--- config.mk ---
export PLATFORM = sky130hd
export DESIGN_NAME = apb_master_ctrl
export DESIGN_NICKNAME = d
export VERILOG_FILES = /design/src/rtl/apb_master_ctrl.sv
export SDC_FILE = /design/constraint.sdc
export NUM_CORES = 1
export LEC_CHECK = 0
export CAP_MARGIN = 5
export CELL_PAD_IN_SITES_DETAIL_PLACEMENT = 1
export CELL_PAD_IN_SITES_GLOBAL_PLACEMENT = 1
export CORE_ASPECT_RATIO = 1.2
export CORE_MARGIN = 8
export CORE_UTILIZATION = 32
export DETAILED_ROUTE_END_ITERATION = 8
export GPL_TIMING_DRIVEN = 0
export PLACE_DENSITY = 0.76
export SLEW_MARGIN = 20
export SYNTH_ARGS = -nofsm -noshare
export SYNTH_HDL_FRONTEND = slang
export SYNTH_SLANG_ARGS = --single-unit
export TNS_END_PERCENT = 10
--- constraint.sdc ---
create_clock -name clk -period 1.9 [get_ports clk]
set_clock_uncertainty 0.05 [all_clocks]
set_input_delay 0.19 -clock clk [delete_from_list [all_inputs] [get_ports clk]]
set_output_delay 0.19 -clock clk [all_outputs]
set_load 0.05 [all_outputs]
--- src/rtl/apb_master_ctrl.sv ---
// apb_master_ctrl: single-request APB master for the slave1/slave2 bus.
// Address bit ADDR_W picks the slave; a stalled ACCESS ends in a timeout.
module apb_master_ctrl #(
  parameter int ADDR_W  = 8,
  parameter int DATA_W  = 8,
  parameter int TIMEOUT = 15
) (
  input  logic              clk,
  input  logic              reset,
  input  logic              req_valid,
  output logic              req_ready,
  input  logic              req_write,
  input  logic [ADDR_W:0]   req_addr,
  input  logic [DATA_W-1:0] req_wdata,
  output logic              rsp_valid,
  output logic [DATA_W-1:0] rsp_rdata,
  output logic              rsp_err,
  output logic              PSEL1,
  output logic              PSEL2,
  output logic              PENABLE,
  output logic              PWRITE,
  output logic [ADDR_W-1:0] PADDR,
  output logic [DATA_W-1:0] PWDATA,
  input  logic [DATA_W-1:0] PRDATA1,
  input  logic [DATA_W-1:0] PRDATA2,
  input  logic              PREADY1,
  input  logic              PREADY2
);

  localparam int CW = $clog2(TIMEOUT + 1);
  localparam logic [CW-1:0] WLAST = CW'(TIMEOUT - 1);

  localparam logic [1:0] IDLE   = 2'd0;
  localparam logic [1:0] SETUP  = 2'd1;
  localparam logic [1:0] ACCESS = 2'd2;

  logic [1:0]        state;
  logic [CW-1:0]     wcnt;
  logic              pready;
  logic [DATA_W-1:0] prdata;

  // PSEL2 doubles as the latched slave select while a transfer is live
  assign pready = PSEL2 ? PREADY2 : PREADY1;
  assign prdata = PSEL2 ? PRDATA2 : PRDATA1;

  always_ff @(posedge clk or negedge reset) begin
    if (!reset) begin
      state     <= IDLE;
      wcnt      <= '0;
      req_ready <= 1'b0;
      rsp_valid <= 1'b0;
      rsp_rdata <= '0;
      rsp_err   <= 1'b0;
      PSEL1     <= 1'b0;
      PSEL2     <= 1'b0;
      PENABLE   <= 1'b0;
      PWRITE    <= 1'b0;
      PADDR     <= '0;
      PWDATA    <= '0;
    end else begin
      rsp_valid <= 1'b0;
      rsp_err   <= 1'b0;
      rsp_rdata <= '0;
      unique case (state)
        IDLE: begin
          if (req_valid && req_ready) begin
            req_ready <= 1'b0;
            PWRITE    <= req_write;
            PADDR     <= req_addr[ADDR_W-1:0];
            PWDATA    <= req_wdata;
            PSEL1     <= !req_addr[ADDR_W];
            PSEL2     <= req_addr[ADDR_W];
            wcnt      <= '0;
            state     <= SETUP;
          end else begin
            req_ready <= 1'b1;
          end
        end
        SETUP: begin
          PENABLE <= 1'b1;
          state   <= ACCESS;
        end
        ACCESS: begin
          if (pready || wcnt == WLAST) begin
            state     <= IDLE;
            PSEL1     <= 1'b0;
            PSEL2     <= 1'b0;
            PENABLE   <= 1'b0;
            req_ready <= 1'b1;
            rsp_valid <= 1'b1;
            rsp_err   <= !pready;
            rsp_rdata <= (pready && !PWRITE) ? prdata : '0;
          end else begin
            wcnt <= wcnt + 1'b1;
          end
        end
        default: begin
          state     <= IDLE;
          PSEL1     <= 1'b0;
          PSEL2     <= 1'b0;
          PENABLE   <= 1'b0;
          req_ready <= 1'b0;
        end
      endcase
    end
  end

endmodule

==> results <==
- The shortest period the worst path allows is 1.79 ns.
- In the final layout, the share of cells above drive strength 1 is 15.2%.
- The detailed router's first-iteration violation count is 51.
- Traced cell by cell, the critical path runs through clkdlybuf4s50_1.
- The stage delay of the slowest cell on the critical path is 0.84 ns.
- The hold violation count in the final report came to 0.
- After clock tree synthesis, the setup repair step added 0 buffers.
- The synthesized netlist net count is 167.
- The number of max-slew violations in the final report is 0.
- The HPWL after detailed placement is 3950 um.
- Clock latency on the worst-skew pair, taken at its later pin, is 0.29 ns.
- The library cells used most frequently in the layout, excluding fill and tap cells, are sky130_fd_sc_hd__clkdlybuf4s50_1 (68), sky130_fd_sc_hd__dfrtp_1 (36), sky130_fd_sc_hd__mux2_2 (17).
- The clock-pin slew on the worst setup and hold paths is 0.08 ns.
- The die is 80.6 um wide.
- After synthesis the cells add up to 0.00160 sq mm.
- In this run the remaining antenna-violating nets after routing total 0.
- The number of unique standard cell types used by synthesis is 34.
- Grouping stages by cell kind, the critical path spends the most delay in buffers and inverters.
- For this run the aggregate overflow at the end of global routing stands at 0.
- The library cell used most frequently in the layout, excluding fill and tap cells, is sky130_fd_sc_hd__clkdlybuf4s50_1.
- The type of element launching the critical path is a flop.
- The global-route total usage across every layer is 14.0%.
- Summed over all cells, the static leakage comes to 1.03 nW.
- The run finished with clean final reports.
- The synthesis warning total is 0.
- The largest fanout on the critical path is 4.
- After synthesis, the mean cell area works out to 12.7 sq um.
- TritonCTS built the clock tree.
- The initial antenna violation count came to 0.
- The global-route wire length before repair is 8030 um.
- Counting every instance in the synthesized netlist gives 126.
- The data arrival at the endpoint of the critical path is 1.55 ns.
- The longest clock path from root to sink contains 2 buffers.
- The core area is 0.00487 sq mm.
- The die is 93.5 um tall.
- At the end of routability-driven placement, the weighted congestion stood at 0.768.
- The site row count is 28.
- The first-pass iteration count of the detailed router is 4.
- The initial core utilization is 32.9%.
- The total via count in the routed design is 1,300.
- The tool flagged a number of max-cap violations equal to 0.
- The combinational group share of total power is 55.7%.
- The largest individual stage delay along the critical path comes from the cell sky130_fd_sc_hd__clkdlybuf4s50_1.
- In the finished design, the share of the clock period the worst path needs comes to 94.2%.
- The area growth from synthesis to layout is 54.9%.
- After detailed routing, the total wire length is 4880 um.
- The net switching power figure is 0.00187 W.
- The pin count of the biggest net entering global routing is 31.
- The count of antenna diodes in the layout is 0.
- Together, buffers and inverters on the worst path number 1.
- The total of buffers placed on input and output ports is 69.
- The register area share after synthesis is 57.9%.
- The count of nets after finishing is 245.
- Setup repair after global routing left no endpoint under its margin.
- At the pin with the least slew margin, the transition time is 0.640 ns.
- Total power for the finished layout comes to 0.00410 W.
- STA classifies the critical path endpoint as an output port.
- In this run the tightest slew margin relative to its limit is 57.3%.
- The count of H-tree levels built during CTS is 2.
- The required arrival time at the worst endpoint is 1.66 ns.
- The via density per instance is 4.92.
- For this run, design rule violations remaining after detail routing come to 0.
- The maximum operating frequency is 559 MHz.
- Dividing total power by cell area gives a power density of 1650 mW/mm^2.
- The via count of the first global-routing pass came to 1,508.
- The share of total power dissipated in sequential elements is 30.8%.
- The critical path is of the reg2out type.
- The total internal power is 0.00223 W.
- For this design, the sink count on the clock tree is 37.
- Setup violations remaining at the end of the flow were counted as 0.
- The die covers 0.00753 sq mm.
- The master cell of the clock root buffer is sky130_fd_sc_hd__clkbuf_8.
- The clock network fraction of total power is 13.6%.
- The number of storage elements in the synthesis netlist is 37.
- The post-cts repair resize count is 0.
- Clock tree synthesis inserted a total of 5 buffers.
- The switching share of power is 45.7%.
- IR analysis of the VDD net gives a maximum drop of 1.10 mV.
- The utilization after layout is 50.9%.
- The tightest min-delay check is of the in2async type.
- In this run the count of I/O pins placed on the die edge is 70.
- Dividing the detail-routed wire length by the instance count gives 18.5 um.
## cell families after synthesis
logic type | Yosys count | synth area share, %
buf+inv | 10 | 2.97
fa+ha+maj | 2 | 1.56
compound gates | 16 | 7.04
flops | 37 | 57.9
mux | 28 | 19.2
simple gates | 33 | 11.4
## layout make-up
| type | instances | area (sq um) |
|---|---|---|
| Clock buffer | 7 | 86.3 |
| Inverter | 4 | 15.0 |
| Timing Repair Buffer | 71 | 716 |
| Tap cell | 60 | 75.1 |
| Fill cell | 510 | 2390 |
| Sequential cell | 37 | 927 |
| Multi-Input combinational cell | 79 | 627 |
| Buffer | 6 | 32.5 |
## what timing repair did
action                                  in CTS  in global routing
endpoints found under the setup margin       0                  0
hold endpoints to repair                    37                  0
hold buffers                                 1                  0
## cell usage after synthesis
cell | count | area (sq um)
sky130_fd_sc_hd__nor3b_1 | 2 | 15.0
sky130_fd_sc_hd__mux2_2 | 17 | 191
sky130_fd_sc_hd__buf_1 | 1 | 3.75
sky130_fd_sc_hd__or3_1 | 1 | 6.26
sky130_fd_sc_hd__buf_6 | 1 | 11.3
sky130_fd_sc_hd__a31oi_1 | 2 | 12.5
sky130_fd_sc_hd__a21oi_1 | 3 | 15.0
sky130_fd_sc_hd__nor2_1 | 11 | 41.3
sky130_fd_sc_hd__o21ai_0 | 3 | 15.0
sky130_fd_sc_hd__nor3_4 | 1 | 16.3
sky130_fd_sc_hd__a311o_1 | 2 | 20.0
sky130_fd_sc_hd__or4_1 | 2 | 15.0
sky130_fd_sc_hd__and2_1 | 1 | 6.26
sky130_fd_sc_hd__and3b_1 | 1 | 8.76
sky130_fd_sc_hd__clkbuf_1 | 2 | 7.51
sky130_fd_sc_hd__inv_1 | 4 | 15.0
sky130_fd_sc_hd__a311oi_1 | 1 | 8.76
sky130_fd_sc_hd__mux2i_1 | 10 | 100
sky130_fd_sc_hd__mux2_4 | 1 | 15.0
sky130_fd_sc_hd__buf_2 | 2 | 10.0
sky130_fd_sc_hd__nand2_1 | 4 | 15.0
sky130_fd_sc_hd__o221ai_1 | 1 | 8.76
sky130_fd_sc_hd__nand3_1 | 3 | 15.0
sky130_fd_sc_hd__ha_1 | 2 | 25.0
sky130_fd_sc_hd__and3_1 | 1 | 6.26
sky130_fd_sc_hd__nor3_1 | 2 | 10.0
sky130_fd_sc_hd__o211ai_1 | 2 | 15.0
sky130_fd_sc_hd__nor2b_1 | 1 | 6.26
sky130_fd_sc_hd__nor4b_1 | 1 | 8.76
sky130_fd_sc_hd__nand2b_1 | 1 | 6.26
sky130_fd_sc_hd__o311ai_0 | 1 | 8.76
sky130_fd_sc_hd__nor4_1 | 1 | 6.26
sky130_fd_sc_hd__dfrtp_1 | 37 | 926
sky130_fd_sc_hd__o32ai_1 | 1 | 8.76
## worst paths after layout
check                      cells after the start         from   endpoint  slack, ns
setup / recovery                               1        PSEL2      PSEL2       0.11
hold / removal                                 2        reset    wcnt[2]       0.22
setup reg to reg                               4     state[1]   PADDR[6]       0.15
hold reg to reg                                1     PADDR[3]   PADDR[3]       0.46
max in group asynchronous                      3        reset  req_ready       1.15
min in group clk                               2  req_addr[1]   PADDR[1]       0.46
## per-stage QoR
stage | TNS (ns) | cell area [sq um] | setup slack [ns] | hold slack (ns) | cells
2_1_floorplan | 0 | 1600 | 0.101 | -0.156 | 126
3_3_place_gp | -10.83 | 2370 | -0.398 | 0.443 | 255
3_5_place_dp | -1.44 | 2380 | -0.189 | 0.00837 | 256
4_1_cts | 0 | 2480 | 0.0901 | 0.229 | 264
5_1_grt | 0 | 2480 | 0.0504 | 0.247 | 264
6_report | 0 | 2480 | 0.111 | 0.223 | 264
## per-layer routing
layer | routed length, um | share of wire [%] | GRT usage [%] | vias up
li1 | - | - | - | 605
met1 | 1620 | 33 | 13.4 | 639
met2 | 2630 | 54 | 24.2 | 51
met3 | 574 | 12 | 7.39 | 5
met4 | 65 | 1.3 | 5.47 | 0
met5 | 0 | 0 | 0 | -
## registers in the layout, summed over array words and instances (netlist names)
name / count
wcnt: 4
PWRITE: 1
PSEL2: 1
PSEL1: 1
rsp_valid: 1
state: 2
req_ready: 1
PADDR: 8
rsp_rdata: 8
PENABLE: 1
rsp_err: 1
PWDATA: 8
## power by group through the flow
stage / combinational (W) / clock [W] / sequential (W)
after global placement: 0.00224 / 0 / 0.00126
after global routing: 0.00241 / 0.000602 / 0.00130
after floorplan: 0.000637 / 0 / 0.00212
final: 0.00228 / 0.000557 / 0.00126
after detailed placement: 0.00230 / 0 / 0.00128
after CTS: 0.00232 / 0.000575 / 0.00127
No activity file was read; power rests on OpenSTA's default activity.
